--- src/rtl/serial_adder_if.sv ---
// Operand/result bundle for the bit-serial adder.
// Latency: none, wires only.
// Backpressure: none; the requester watches busy/done and re-presents start.
interface serial_adder_if #(
   parameter int WIDTH = 8
);
   logic             start;
   logic [WIDTH-1:0] A;
   logic [WIDTH-1:0] B;
   logic             Cin;
   logic             busy;
   logic             done;
   logic [WIDTH-1:0] sum;
   logic             Cout;

   // requester side: issues operands, observes status and result
   modport master (
      output start, A, B, Cin,
      input  busy, done, sum, Cout
   );

   // adder side: consumes operands, produces status and result
   modport slave (
      input  start, A, B, Cin,
      output busy, done, sum, Cout
   );
endinterface

--- src/rtl/serial_adder.sv ---
// 1-bit full adder cell, reused by the serial adder below.
// Latency: combinational.
// Backpressure: none.
module full_adder (
   input  logic a,
   input  logic b,
   input  logic cin,
   output logic s,
   output logic cout
);
   assign s    = a ^ b ^ cin;
   assign cout = (a & b) | (cin & (a ^ b));
endmodule

// Bit-serial WIDTH-bit adder: one full adder cell, LSB first, carry registered between bits.
// Latency: done pulses WIDTH clocks after start is accepted; one result every WIDTH+1 clocks back-to-back.
// Backpressure: start is accepted only in IDLE or DONE; start during RUN is ignored.
module serial_adder #(
   parameter int WIDTH = 8
) (
   input logic            clk,
   input logic            rst,
   serial_adder_if.slave  bus
);
   // bit counter only has to reach WIDTH-1; keep it at least one bit wide
   localparam int CW = (WIDTH > 1) ? $clog2(WIDTH) : 1;
   localparam logic [CW-1:0] LAST = CW'(WIDTH - 1);

   typedef enum logic [1:0] {IDLE, RUN, DONE} state_t;

   state_t           state;
   logic [WIDTH-1:0] opa;
   logic [WIDTH-1:0] opb;
   logic [WIDTH-1:0] part;
   logic [WIDTH-1:0] part_nxt;
   logic             carry;
   logic [CW-1:0]    cnt;
   logic             fa_s;
   logic             fa_c;
   logic             busy_r;
   logic             done_r;
   logic [WIDTH-1:0] sum_r;
   logic             cout_r;

   full_adder u_fa (
      .a    (opa[0]),
      .b    (opb[0]),
      .cin  (carry),
      .s    (fa_s),
      .cout (fa_c)
   );

   // new sum bit enters at the MSB so the LSB ends up at bit 0 after WIDTH shifts
   generate
      if (WIDTH == 1) begin : g_narrow
         assign part_nxt = fa_s;
      end else begin : g_wide
         assign part_nxt = {fa_s, part[WIDTH-1:1]};
      end
   endgenerate

   // control FSM and datapath; sum/Cout only move on the final bit
   always_ff @(posedge clk or posedge rst) begin
      if (rst) begin
         state  <= IDLE;
         opa    <= '0;
         opb    <= '0;
         part   <= '0;
         carry  <= 1'b0;
         cnt    <= '0;
         busy_r <= 1'b0;
         done_r <= 1'b0;
         sum_r  <= '0;
         cout_r <= 1'b0;
      end else begin
         case (state)
            IDLE, DONE: begin
               done_r <= 1'b0;
               if (bus.start) begin
                  opa    <= bus.A;
                  opb    <= bus.B;
                  carry  <= bus.Cin;
                  part   <= '0;
                  cnt    <= '0;
                  busy_r <= 1'b1;
                  state  <= RUN;
               end else begin
                  state  <= IDLE;
               end
            end
            RUN: begin
               opa   <= opa >> 1;
               opb   <= opb >> 1;
               carry <= fa_c;
               part  <= part_nxt;
               if (cnt == LAST) begin
                  cnt    <= '0;
                  sum_r  <= part_nxt;
                  cout_r <= fa_c;
                  done_r <= 1'b1;
                  busy_r <= 1'b0;
                  state  <= DONE;
               end else begin
                  cnt    <= cnt + 1'b1;
               end
            end
            default: begin
               busy_r <= 1'b0;
               done_r <= 1'b0;
               state  <= IDLE;
            end
         endcase
      end
   end

   assign bus.busy = busy_r;
   assign bus.done = done_r;
   assign bus.sum  = sum_r;
   assign bus.Cout = cout_r;
endmodule

--- src/flat_wrapper.sv ---
// flat-port wrapper written by rule: the top's interface ports become plain ports
module serial_adder_flat 
#(
   parameter int WIDTH = 8
)
  (clk, rst, bus_start, bus_A, bus_B, bus_Cin, bus_busy, bus_done, bus_sum, bus_Cout);
  serial_adder_if #(.WIDTH(WIDTH)) bus_i ();
  input logic clk;
  input logic rst;
  input wire logic [$bits(bus_i.start)-1:0] bus_start;
  input wire logic [$bits(bus_i.A)-1:0] bus_A;
  input wire logic [$bits(bus_i.B)-1:0] bus_B;
  input wire logic [$bits(bus_i.Cin)-1:0] bus_Cin;
  output wire logic [$bits(bus_i.busy)-1:0] bus_busy;
  output wire logic [$bits(bus_i.done)-1:0] bus_done;
  output wire logic [$bits(bus_i.sum)-1:0] bus_sum;
  output wire logic [$bits(bus_i.Cout)-1:0] bus_Cout;
  assign bus_i.start = bus_start;
  assign bus_i.A = bus_A;
  assign bus_i.B = bus_B;
  assign bus_i.Cin = bus_Cin;
  assign bus_busy = bus_i.busy;
  assign bus_done = bus_i.done;
  assign bus_sum = bus_i.sum;
  assign bus_Cout = bus_i.Cout;
  serial_adder #(.WIDTH(WIDTH)) u_core (.clk(clk), .rst(rst), .bus(bus_i));
endmodule
--- config.mk ---
export PLATFORM = sky130hd
export DESIGN_NAME = serial_adder_flat
export DESIGN_NICKNAME = d
export VERILOG_FILES = /design/src/rtl/serial_adder_if.sv /design/src/rtl/serial_adder.sv /design/src/flat_wrapper.sv
export SDC_FILE = /design/constraint.sdc
export NUM_CORES = 1
export LEC_CHECK = 0
export CAP_MARGIN = 0
export CELL_PAD_IN_SITES_DETAIL_PLACEMENT = 1
export CELL_PAD_IN_SITES_GLOBAL_PLACEMENT = 2
export CORE_MARGIN = 2
export CORE_UTILIZATION = 34
export DETAILED_ROUTE_END_ITERATION = 6
export PLACE_DENSITY_LB_ADDON = 0.1
export SYNTH_ARGS = -nofsm -noshare
export SYNTH_HDL_FRONTEND = slang
export SYNTH_SLANG_ARGS = --single-unit
--- constraint.sdc ---
create_clock -name clk -period 2 [get_ports clk]
set_input_delay 0.3 -clock clk [delete_from_list [all_inputs] [get_ports clk]]
set_output_delay 0.3 -clock clk [all_outputs]
set_load 0.02 [all_outputs]
# Word level (Yosys, flattened, before mapping)
# Cells that the tools add are included.
# word_totals
reg_bits,41
latch_bits,0
ramBits,0
romBits,0
word_cells,46
mem_count,0
# classes
add_sub_neg,1
mul,0
div,0
n_lt_le_gt_ge,0
n_eq_ne,5
shifts,0
muxes,19
bitwise_logic,5
n_reduce_logical,6
# ops
op,n
$pmux W8 S2,3
$mux W8,3
$mux W1,6
$mux W3,2
$pmux W3 S2,1
$reduce_and A2 Y1,3
$pmux W1 S2,2
$pmux W2 S2,1
$add A3 B1 Y3 const B,1
$eq A3 B3 Y1 const B,1
$and A1 B1 Y1,2
$eq A2 B1 Y1 const B,1
$eq A2 B2 Y1 const B,1
$logic_not A2 Y1,1
$mux W2,1
$ne A2 B1 Y1 const B,1
$ne A2 B2 Y1 const B,1
$reduce_bool A2 Y1,1
$reduce_or A2 Y1,1
$xor A1 B1 Y1,2
$or A1 B1 Y1,1

# Longest topological paths before layout
# Gate-level depths: netlist (run 1).
# logic_depth
depth_word,4
mapped_depth,6
ltp_nobuf,5

# Cells and area by module
# A second synthesis (run 1) with hierarchy kept.
# hier_totals
cells_unflattened,151
hier_area_um2,1840.5
# by_module_without_submodules
mod,n_inst,cells_per_inst,area_per_inst_um2
serial_adder,1,150,1820.5
full_adder,1,1,20.0

# Worst setup path before layout (run 1)
# Ideal clock, no wire load.
# synth_path
path_kind,register to register
start,register u_core.cnt[0]
end,"register u_core.cout_r, in the netlist u_core.bus.Cout"
setup_time_ns,0.125
t_arrival_ns,1.279
required_ns,1.875
setup_slack_ns,0.596
path_stages_with_launch,5
n_path_buf,0
cell_sequence,dfrtp_1 -> ha_1 -> ha_1 -> nand2_2 -> mux2_2
# synth_via
elab_chain_cells,2
# synth_lines
item,line,source
"start, declared",serial_adder.sv:37,logic [CW-1:0] cnt;
"start signal, assigned",serial_adder.sv:104,cnt <= cnt + 1'b1;
$eq A3 B3 Y1,serial_adder.sv:96,if (cnt == LAST) begin
$reduce_and A2 Y1 (no line),n/a,
"end signal, assigned",serial_adder.sv:74,cout_r <= 1'b0;
"end signal, assigned",serial_adder.sv:99,cout_r <= fa_c;
"end, declared",serial_adder.sv:43,logic cout_r;
# Every way passes these cells.
# A chain may end at the register's enable or synchronous reset.

# Worst setup path in the final report (run 1)
# layout_path
start,register u_core.state[0]
end,"register u_core.sum_r[7], in the netlist u_core.bus.sum[7]"
# layout_via
elab_chain_cells,2
# layout_lines
item,line,source
"start, declared",serial_adder.sv:31,state_t state;
"start signal, assigned",serial_adder.sv:65,state <= IDLE;
"start signal, assigned",serial_adder.sv:86,state <= RUN;
"start signal, assigned",serial_adder.sv:88,state <= IDLE;
$eq A2 B1 Y1,serial_adder.sv:76,case (state)
$reduce_and A2 Y1 (no line),n/a,
"end signal, assigned",serial_adder.sv:98,sum_r <= part_nxt;
"end, declared",serial_adder.sv:42,logic [WIDTH-1:0] sum_r;
# Every way passes these cells.

==> impl_metrics.ini, run 1 <==
[place]
portBuffers = 30
routabilityCongestion = 0.672
place_hpwl_mm = 2.65
place_inst = 250

[sta]
max_slew_margin_pct = 37.6
slew_viol_final = 0
period_needed_ps = 1620
worstMarginPinSlew_ps = 936
hold_violations = 0
setup_violations = 0
rsz0062_at_grt = no
tns_ps = 0
fin_worst_skew_ps = 5.97
fmax_mhz = 616
fin_crit_sh_pct = 81.1

[layout]
stdcell_count = 258
drive_above_1_share_pct = 21.3
antenna_cells = 0
layout.nets = 210
area_growth_pct = 26.9
fill_cells = 578

[logic_synthesis]
synth_edf_count = 0
synth_area_leaders = dfrtp_1 56%, mux2_2 9.5%, a21oi_2 4.9%
ys_warn_count = 0
syn-num-nets = 177
synth_compound_area_share_pct = 16.6
synthArstFlopShare_pct = 100
muxShareOfSynthArea_pct = 11.2
synth.avg_cell_area_sq_um = 11.6
ys_seq_elements = 40
synth_adder_area_share_pct = 2.53
synth_area_leader_cell = dfrtp_1
yosys.area_share.simple_pct = 6.67
synth.distinct_cells = 23
synth_area_sq_um = 1780
yosysSeqAreaShare_pct = 56.1
syn_inst = 154
synth_most_common_cell = dfrtp_1
synth_top_family_by_area = compound AO/OA/AOI/OAI gates
synth_common_cells = 40 x dfrtp_1, 16 x inv_1, 15 x mux2_2
synthFlopType = dfrtp_1
synthXorXnorAreaFrac_pct = 0
yosysTopAreaCellShare_pct = 56.1

[clock_network]
clock_path_buffers = 2
cts_max_level = 2
clk_transition_reported_paths_ps = 80
cts_setup_buffers = 0
cts.sinks = 40
ctsResizeCount = 0
cts_tree = done
holdBufCountCts = 0
clock_latency_ps = 290
cts-root-buf = clkbuf_8
tritoncts.num_buffers = 5

[critical_path]
critical_path_arrival_ps = 1800
worst_setup_path_end_kind = flip-flop
cp.required_ps = 2180
startpoint = u_core.state[0]$_DFFE_PP0P_
worstPathMaxFanout = 18
rr_startpoint = u_core.state[0]$_DFFE_PP0P_
start_kind = flip-flop
critical_path_class = flip-flop to flip-flop

[route]
wirelength_mm = 3.88
antenna_left = 0
drc = 0
first_pass_iters = 4
first_iter_violations = 36
vias_per_cell = 4.84
vias = 1248
wire_per_inst_microns = 15.0

[floorplanning]
std_cell_rows = 26
coreArea_sq_um = 5070
die_y_microns = 76.4
dieWidth_microns = 76.4
io_pins = 31
start_util_pct = 35.1
die_area_sq_um = 5840

[run_status]
status = finished clean

[pwr]
switchingPower_uw = 1310
ir_worst_vdd_v = 0.000475
comb_power_share_pct = 42.6
sequentialPowerShare_pct = 39.1
clkPwrFrac_pct = 18.3
p_int_uw = 2290
p_sw_share_pct = 36.4
p_leak_uw = 0.00102
power.density_nw_per_um2 = 1590

[global_route]
grt_max_degree = 41
overflow = 0
antenna_found_initial = 0
gr-usage-all-layers_pct = 14.7
grt_pass1_vias = 1377
grt_pass1_wl_mm = 6.80

[run]
drv_cap = 0

[worst_hold_path]
hold_path_class = primary input to async pin
[cell type report]
type	count	area, sq um	share of cell area [%]
Timing Repair Buffer	36	345	15.3
Sequential cell	40	1000	44.2
Multi-Input combinational cell	88	658	29.1
Inverter	16	60.1	2.65
Clock inverter	3	42.5	1.88
Clock buffer	5	68.8	3.04
Tap cell	70	87.6	3.87
[cell usage in the layout (no fill, tap or decap)]
cell type and n:
and2_1 1, clkinvlp_4 1, clkdlybuf4s50_1 30, a21oi_2 10
and2b_1 1, mux2_2 15, o21ai_0 7, mux2i_1 3
bufinv_16 1, nand2b_1 6, clkbuf_8 5, clkinv_2 1
a22o_1 6, dfrtp_1 40, a211oi_1 1, buf_4 6
fa_1 1, nor2b_1 1, nand2_1 7, nor2_1 5
o22ai_1 14, nand3_1 2, a21oi_1 5, inv_1 16
ha_1 2, nand2_2 1
[final timing paths]
check	slack [ps]	cells past startpoint	to
hold / removal	440	3	u_core.bus.sum[6]$_DFFE_PP0P_
min in group clk	510	1	u_core.bus.sum[5]$_DFFE_PP0P_
setup reg to reg	380	4	u_core.bus.sum[7]$_DFFE_PP0P_
hold reg to reg	510	1	u_core.bus.sum[5]$_DFFE_PP0P_
setup / recovery	380	4	u_core.bus.sum[7]$_DFFE_PP0P_
max in group asynchronous	1200	3	u_core.opa[4]$_DFFE_PP0P_
[kinds of logic (layout without fill, tap and decap cells)]
logic type               Yosys count  in the layout
adder cells (fa/ha/maj)            3              3
multiplexers                      18             18
flip-flops                        40             40
AO/OA/AOI/OAI                     43             43
AND/OR/NAND/NOR                   24             24
buffers and inverters             26             60
[per-stage QoR]
step                power, uW  worst slack (ps)  hold WS [ps]  instance area (sq um)  utilization (%)
detailed placement       2970              66.6           492                   2150             42.4
global route             3880               259           520                   2260             44.6
CTS                      3650               354           457                   2260             44.6
floorplan                2500               596           462                   1780                -
global placement         2900               114           488                   2150             42.4
finish                   3590               378           437                   2260             44.6
[critical path: stages, from the launching register on]
cell     delay, ps
dfrtp_1        420
buf_4          210
and2b_1        240
nand2_2        250
mux2_2         380
[registers in the layout, summed over array words and instances (netlist names)]
signal / cells
u_core.state: 2
u_core.bus.done: 1
u_core.bus.Cout: 1
u_core.part: 7
u_core.opa: 8
u_core.carry: 1
u_core.bus.sum: 8
u_core.opb: 8
u_core.cnt: 3
u_core.bus.busy: 1
[power by group through the flow]
stage                     sequential, uW  combinational [uW]  clock, uW
after floorplan                     1460                1040          0
after global placement              1400                1500          0
after detailed placement            1420                1550          0
after CTS                           1410                1560        678
after global routing                1460                1710        714
final                               1400                1530        658
[metal layers]
layer / track usage [%] / share of wire, %
met5: 0 / 0
met4: 4.91 / 1.4
met3: 3.55 / 3.3
met2: 23.0 / 46
met1: 20.0 / 49
No activity file was read; power rests on OpenSTA's default activity.
==> run 2, diff against run 1 <==
==> constraint.sdc (replaced) <==
create_clock -name clk -period 1.5 [get_ports clk]
set_input_delay 0.225 -clock clk [delete_from_list [all_inputs] [get_ports clk]]
set_output_delay 0.225 -clock clk [all_outputs]
set_load 0.02 [all_outputs]
==> impl_metrics.ini, run 2 (synthesis results as in run 1) <==
[sta]
fin_crit_sh_pct = 97.4
slew_viol_final = 0
fmax_mhz = 684
hold_violations = 0
fin_hold_ws_ps = 282
setup_violations = 0
fin_worst_skew_ps = 10.0
tns_ps = 0
worstMarginPinSlew_ps = 276
period_needed_ps = 1460
max_slew_margin_pct = 81.6

[global_route]
met3_usage_pct = 4.74
antenna_found_initial = 0
grt_pass1_vias = 1438
gr-usage-all-layers_pct = 15.5
grtUsageMet2_pct = 24.9
grt_max_degree = 41
grt_pass1_wl_mm = 7.16
overflow = 0
busiest_layer = met2
grtUsageMet1_pct = 20.5

[clock_network]
clock_latency_ps = 300
cts_max_level = 2
tritoncts.num_buffers = 5
cts.sinks = 40
clock_path_buffers = 2
cts-root-buf = clkbuf_8
clk_transition_reported_paths_ps = 80
cts_tree = done

[run]
drv_cap = 0

[critical_path]
critical_path_class = flip-flop to output pin
cp.required_ps = 1270
worst_setup_path_end_kind = output pin
cp_num_cells = 1
start_kind = flip-flop
crit_slowest_cell = clkdlybuf4s50_1
cp_top_family = buffers and inverters
reg2reg_depth = 4
rr_startpoint = u_core.opb[0]$_DFFE_PP0P_
path_cells = clkdlybuf4s50_1
regToRegSetupSlack_ps = 60
startpoint = u_core.bus.sum[4]$_DFFE_PP0P_
worstPathMaxFanout = 2
cp_slowest_stage_delay_ps = 600
critical_path_buf_inv_count = 1
rr_endpoint = u_core.part[7]$_DFFE_PP0P_
critical_path_arrival_ps = 1240

[route]
vias_per_cell = 4.88
vias = 1293
wirelength_mm = 4.00
drc = 0
wire_per_inst_microns = 15.1
first_iter_violations = 46
first_pass_iters = 3
antenna_left = 0

[floorplanning]
die_y_microns = 76.4
die_area_sq_um = 5840
io_pins = 31
coreArea_sq_um = 5070
start_util_pct = 35.1
std_cell_rows = 26
dieWidth_microns = 76.4

[layout]
fill_cells = 557
seq_area_sq_um = 1000
area_growth_pct = 33.6
final_common_cell = dfrtp_1
multi_input_area_sq_um = 673
layout.nets = 218
drive_above_1_share_pct = 25.1
layout.core_utilization_pct = 46.9
mostFrequentLayoutCells = 40 x dfrtp_1, 20 x clkdlybuf4s50_1, 16 x inv_1
antenna_cells = 0

[place]
place_hpwl_mm = 2.77
routabilityCongestion = 0.749
portBuffers = 30

[worst_hold_path]
hold_path_class = primary input to async pin

[pwr]
comb_power_share_pct = 43.8
power.density_nw_per_um2 = 2180
power.total_uw = 5180
ir_worst_vdd_v = 0.000662
clkPwrFrac_pct = 20.2
p_leak_uw = 0.00119
p_int_uw = 3360
p_sw_share_pct = 35.1
sequentialPowerShare_pct = 36.0
switchingPower_uw = 1820

[run_status]
status = finished clean
-- run 2: cell types whose count changed in the layout (fill, tap and decap cells not counted), moves of 3 or more --
| cell | change |
|---|---|
| clkdlybuf4s50_1 | -10 |
| buf_4 | +7 |
| dlymetal6s2s_1 | +7 |
| dlygate4sd2_1 | +3 |
-- run 2: layer usage --
| layer | part of all wire, % | up-vias | wire length (microns) |
|---|---|---|---|
| li1 | - | 608 | - |
| met1 | 46 | 657 | 1830 |
| met2 | 49 | 23 | 1970 |
| met3 | 4.1 | 5 | 163 |
| met4 | 1.2 | 0 | 48 |
| met5 | 0 | - | 0 |
-- run 2: worst max-delay path by stage --
stage	end	slack (ps)
floorplan	u_core.bus.Cout$_DFFE_PP0P_	100
global placement	u_core.opb[0]$_DFFE_PP0P_	-30
detailed placement	u_core.opa[6]$_DFFE_PP0P_	-50
CTS	bus_sum[1]	10
global route	u_core.part[7]$_DFFE_PP0P_	-20
finish	bus_sum[4]	40
-- run 2: stage by stage --
stage / std cells / worst slack (ps) / area [sq um]
2_1_floorplan: 154 / 96.0 / 1780
3_3_place_gp: 257 / -25.6 / 2220
3_5_place_dp: 257 / -51.7 / 2220
5_1_grt: 265 / -15.8 / 2380
4_1_cts: 264 / 14.3 / 2350
6_report: 265 / 38.6 / 2380
-- run 2: final cells by class --
| class | instances | area share (%) |
|---|---|---|
| Sequential cell | 40 | 42.0 |
| Multi-Input combinational cell | 88 | 28.3 |
| Clock inverter | 2 | 2.52 |
| Inverter | 16 | 2.52 |
| Clock buffer | 5 | 2.89 |
| Timing Repair Buffer | 44 | 18.1 |
| Tap cell | 70 | 3.68 |
-- run 2: power by group through the flow --
stage,clock network [uW],logic (uW),registers (uW)
global placement,0,2140,1870
detailed placement,0,2220,1890
finish,1050,2270,1860
CTS,1070,2220,1870
global route,1120,2540,1930
floorplan,0,1380,1950
-- run 2: timing repair --
action / 4_1_cts / 5_1_grt
setup endpoints to repair: 4 / 8
setup buffers: 0 / 1
endpoints found under the hold margin: 0 / 0
resized for setup: 4 / 11
hold buffers: 0 / 0
pin swaps: 0 / 1
==> edit 1 (flow settings as in run 1) <==
`WIDTH` is set to 8 in 3 places; all go to 16.
--- a/src/rtl/serial_adder_if.sv
+++ b/src/rtl/serial_adder_if.sv
@@ -2,7 +2,7 @@
 // Latency: none, wires only.
 // Backpressure: none; the requester watches busy/done and re-presents start.
 interface serial_adder_if #(
-   parameter int WIDTH = 8
+   parameter int WIDTH = 16
 );
    logic             start;
    logic [WIDTH-1:0] A;
--- a/src/rtl/serial_adder.sv
+++ b/src/rtl/serial_adder.sv
@@ -16,7 +16,7 @@
 // Latency: done pulses WIDTH clocks after start is accepted; one result every WIDTH+1 clocks back-to-back.
 // Backpressure: start is accepted only in IDLE or DONE; start during RUN is ignored.
 module serial_adder #(
-   parameter int WIDTH = 8
+   parameter int WIDTH = 16
 ) (
    input logic            clk,
    input logic            rst,
--- a/src/flat_wrapper.sv
+++ b/src/flat_wrapper.sv
@@ -1,7 +1,7 @@
 // flat-port wrapper written by rule: the top's interface ports become plain ports
 module serial_adder_flat 
 #(
-   parameter int WIDTH = 8
+   parameter int WIDTH = 16
 )
   (clk, rst, bus_start, bus_A, bus_B, bus_Cin, bus_busy, bus_done, bus_sum, bus_Cout);
   serial_adder_if #(.WIDTH(WIDTH)) bus_i ();
Ports: changed (resized bus_A, bus_B and bus_sum); port bits go from 31 to 55. The function was not compared with the original's and may differ.
==> edit 1 against run 1 <==
- via count up 66%
- core utilization down 0.34 points
- sequential cell count up 32
- combinational power up 66%
- synthesized cell count up 58%
- routed wire length up 67%
- setup slack worse by 0.069 ns
- count of clock-buffer cells in the layout up 8
- cell area up 68%
- area after synthesis up 66%
- total power up 69%
- cell count up 60%
- clock skew up 0.0019 ns
- critical path type is now register to output pin
==> edit 1: results (changes against run 1) <==
[metrics] list of most frequent post-synthesis cells: dfrtp_1, nor2_1, nor3_1, o22ai_1, a22o_1
[metrics] endpoint arrival time on the critical path: 1.39 ns (-0.41 ns)
[metrics] fillers: 922 (+60%)
[metrics] mean routed wirelength per cell: 15.7 µm (+4.5%)
[metrics] maximum fanout count along the critical path: 3 (-15)
[metrics] cell types occupying the most area after synthesis: dfrtp_1, o22ai_1, a22o_1
[metrics] CTS H-tree lvls: 3 (+1)
[metrics] number of buffer cells added on primary ports: 54 (+80%)
[metrics] DRC marker count from the first detailed-route iteration: 79 (+120%)
[metrics] normalized max-slew margin: 0.648 (+0.272)
[metrics] Fin Clk Skew: 0.00784 ns (+0.00188 ns)
[metrics] total global routing track utilization: 0.147 (+0.000847)
[metrics] Fin Setup TNS: 0 ns (unchanged)
[metrics] status: finished, final reports clean
[metrics] post-synthesis sequential area ratio: 0.607 (+0.0459)
[metrics] placed wire-length estimate after detailed placement: 4.25 mm (+60%)
[metrics] switching power as a share of total power: 0.365 (+0.00163)
[metrics] latest clock arrival within the worst-skew pair: 0.34 ns (+0.05 ns)
[metrics] total number of nets in the final design: 337 (+60%)
[metrics] VDD IR max: 0.521 mV (+9.8%)
[metrics] family with the most delay on the worst path: buffers and inverters
[metrics] aggregate global routing overflow: 0 (unchanged)
[metrics] layout cells sized above 1: 0.155 (-0.0582)
[metrics] clock buffers created by TritonCTS: 9 (+4)
[metrics] standard cell with the maximum stage delay on the critical path: clkdlybuf4s50_1
[metrics] number of global-route vias before repair: 2,220 (+61%)
[metrics] leakage power figure: 1.60 nW (+58%)
[metrics] wire length of the first global-routing pass: 11.2 mm (+65%)
[metrics] number of nets in the synthesized netlist: 281 (+59%)
## edit 1: cell families after synthesis
family                     share of synthesized area
adders and majority gates                     0.0110
and+or+nand+nor                                0.128
buffers and inverters                         0.0439
DFF                                            0.607
AOI/OAI and AO/OA                              0.128
xor gates and xnor gates                     0.00295
muxes                                         0.0793
## edit 1: per-stage QoR
| stage | setup WS, ns | power (mW) | cells | area, µm² | util |
|---|---|---|---|---|---|
| final | 0.309 | 6.09 | 412 | 3800 | 0.443 |
| after global routing | 0.216 | 6.59 | 412 | 3800 | 0.443 |
| after CTS | 0.287 | 6.20 | 412 | 3800 | 0.443 |
| after detailed placement | 0.277 | 5.17 | 396 | 3640 | 0.423 |
| after global placement | 0.309 | 5.10 | 396 | 3640 | 0.423 |
| after floorplan | 0.504 | 4.37 | 243 | 2970 | - |
## edit 1: routing by layer
| metal | up-vias | part of all wire | track usage |
|---|---|---|---|
| li1 | 991 | - | - |
| met1 | 1032 | 0.49 | 0.204 |
| met2 | 40 | 0.46 | 0.225 |
| met3 | 7 | 0.035 | 0.0331 |
| met4 | 0 | 0.011 | 0.0609 |
| met5 | - | 0 | 0 |
## edit 1: worst paths after layout
path / from / end / slack (ns)
hold reg to reg: u_core.part[1] / u_core.part[1] / 0.50
setup reg to reg: u_core.cnt[0] / u_core.bus.Cout / 0.35
min in group clk: u_core.part[1] / u_core.part[1] / 0.50
max in group asynchronous: rst / u_core.opb[10] / 1.14
setup / recovery: u_core.bus.done / bus_done / 0.31
hold / removal: rst / u_core.part[3] / 0.36
## edit 1: power groups by stage
| stage | logic, mW | clock network (mW) | registers (mW) |
|---|---|---|---|
| after floorplan | 1.73 | 0 | 2.63 |
| after global placement | 2.53 | 0 | 2.58 |
| after detailed placement | 2.59 | 0 | 2.59 |
| after CTS | 2.60 | 1.04 | 2.57 |
| after global routing | 2.83 | 1.10 | 2.66 |
| final | 2.54 | 0.992 | 2.56 |
## edit 1: cell type report
| class | instances | area [µm²] | share of cell area |
|---|---|---|---|
| Clock buffer | 13 | 149 | 0.0391 |
| Clock inverter | 3 | 17.5 | 0.00461 |
| Inverter | 1 | 7.51 | 0.00197 |
| Multi-Input combinational cell | 150 | 1040 | 0.275 |
| Sequential cell | 72 | 1800 | 0.474 |
| Tap cell | 108 | 135 | 0.0355 |
| Timing Repair Buffer | 65 | 648 | 0.170 |
==> edit 2 (settings of run 1) <==
Without the edit above. Encoding of `state_t`: now one-hot (3 bits for 3 states).
--- a/src/rtl/serial_adder.sv
+++ b/src/rtl/serial_adder.sv
@@ -26,7 +26,7 @@
    localparam int CW = (WIDTH > 1) ? $clog2(WIDTH) : 1;
    localparam logic [CW-1:0] LAST = CW'(WIDTH - 1);
 
-   typedef enum logic [1:0] {IDLE, RUN, DONE} state_t;
+   typedef enum logic [2:0] {IDLE = 3'b001, RUN = 3'b010, DONE = 3'b100} state_t;
 
    state_t           state;
    logic [WIDTH-1:0] opa;
Behaviour: same outputs for any inputs over 10 cycles, from zero or initial values and one cycle with rst high; not proved beyond that.
==> edit 2 against run 1 <==
- routed wire length grew 10%
- total power shrank 22%
- count of clock-buffer cells in the layout grew 2
- cell area grew 2.8%
- sequential cell count grew 1
- sequential power shrank 10%
- setup slack lost 0.094 ns
- area after synthesis grew 3.2%
- largest power group is now registers
==> edit 2: results (changes against run 1) <==
[metrics] Worst R2R Setup Slack: 0.28 ns (-0.09 ns)
[metrics] routed via count divided by cell count: 5.12 (+5.9%)
[metrics] number of global-route vias before repair: 1,539 (+12%)
[metrics] leakage power figure: 1.02 nW (+0.54%)
[metrics] total of max-cap violations: 0 (unchanged)
[metrics] placed wire-length estimate after detailed placement: 2.88 mm (+8.5%)
[metrics] clock buffers created by TritonCTS: 5 (unchanged)
[metrics] maximum fanout count along the critical path: 16 (-2)
[metrics] layout cells sized above 1: 0.0991 (-0.114)
[metrics] standard cell with the maximum stage delay on the critical path: xnor2_2
[metrics] root buffer cell: clkbuf_8
[metrics] endpoint arrival time on the critical path: 1.93 ns (+0.13 ns)
[metrics] mean routed wirelength per cell: 15.2 µm (+1.0%)
[metrics] number of buffer cells added on primary ports: 30 (unchanged)
[metrics] timing endpoint of the critical path: u_core.part[1]
[metrics] Routability Congestion: 0.728 (+8.3%)
[metrics] list of most frequent post-synthesis cells: dfrtp_1, nand2_1, nand3_1, o211ai_1, o21ai_0
[metrics] largest buffer count on any clock path: 2 (unchanged)
[metrics] worst hold-check path type: input pin to asynchronous set/reset pin
[metrics] antenna cell count: 0 (unchanged)
[metrics] total global routing track utilization: 0.159 (+0.0126)
[metrics] total number of nets in the final design: 234 (+11%)
[metrics] Post-CTS Resized: 0 (unchanged)
[metrics] number of antenna violations at the first check in global routing: 0 (unchanged)
[metrics] number of nets in the synthesized netlist: 201 (+14%)
[metrics] max incr delay on CP: 0.66 ns (+0.24 ns)
[metrics] post-CTS repair timing setup buffer count: 0 (unchanged)
[metrics] clock transition time at the flip-flop clock pins of the worst setup and hold paths: 0.08 ns (about the same)
[metrics] VDD IR max: 0.374 mV (-21%)
[metrics] status: finished, final reports clean
[metrics] aggregate global routing overflow: 0 (unchanged)
[metrics] normalized max-slew margin: 0.489 (+0.113)
[metrics] distinct cell type count of the synthesized netlist: 26 (+13%)
[metrics] CTS H-tree lvls: 2 (unchanged)
[metrics] length of the first detailed-routing pass in iterations: 4 (unchanged)
[metrics] cell types occupying the most area after synthesis: dfrtp_1, nand3_1, nand2_1
[metrics] pin count of the biggest net entering global routing: 42 (+2.4%)
[metrics] post-synthesis sequential area ratio: 0.559 (-0.00290)
[metrics] Yosys warning count: 0 (unchanged)
[metrics] proportion of synthesized flip-flops having asynchronous set or reset: 1.00 (unchanged)
[metrics] launching element of the worst setup path: u_core.state[2]
[metrics] DRC marker count from the first detailed-route iteration: 81 (+130%)
[metrics] Fin Clk Skew: 0.00713 ns (+0.00117 ns)
[metrics] wire length of the first global-routing pass: 7.62 mm (+12%)
-- edit 2: metal layers --
metal / track usage / up-vias / routed length, µm
met5: 0 / - / 0
li1: - / 683 / -
met1: 0.207 / 725 / 2120
met2: 0.260 / 30 / 1980
met4: 0.0429 / 0 / 46
met3: 0.0465 / 6 / 137
-- edit 2: cells by family after synthesis --
kind of cell             Yosys count  share of synthesized area
XOR/XNOR                           2                     0.0177
buffers and inverters             14                     0.0395
AND/OR/NAND/NOR                   79                      0.201
adder cells (fa/ha/maj)            3                     0.0245
AO/OA/AOI/OAI                     30                      0.104
flip-flops                        41                      0.559
multiplexers                       9                     0.0551
-- edit 2: worst max-delay path: cells and delay by family (launching register included) --
kind / cells / cell delay, ns
AOI/OAI and AO/OA: 1 / 0.17
buffers and inverters: 1 / 0.21
DFF: 1 / 0.48
xor gates and xnor gates: 1 / 0.66
and+or+nand+nor: 1 / 0.11
-- edit 2: cell type report --
| type | instances | area [µm²] |
|---|---|---|
| inverters | 1 | 3.75 |
| fillers | 563 | 2850 |
| flip-flops and latches | 41 | 1030 |
| repair buffers | 39 | 368 |
| well taps | 70 | 87.6 |
| clock buffers | 7 | 96.3 |
| clock inverters | 1 | 5.00 |
| multi-input cells | 123 | 739 |
-- edit 2: metrics by stage --
step	cell area, µm²	power (mW)	hold slack [ns]	setup slack (ns)	instances
3_3_place_gp	2230	2.17	0.461	0.281	274
5_1_grt	2330	3.02	0.504	0.106	282
6_report	2330	2.79	0.440	0.284	282
4_1_cts	2330	2.83	0.465	0.246	282
3_5_place_dp	2230	2.22	0.467	0.268	274
2_1_floorplan	1840	1.89	0.436	0.473	178
-- edit 2: power breakdown --
group          internal [mW]  total (mW)  switching [mW]
clock                  0.312       0.599           0.287
combinational          0.399       0.930           0.531
sequential              1.08        1.26           0.177
total                   1.79        2.79           0.995
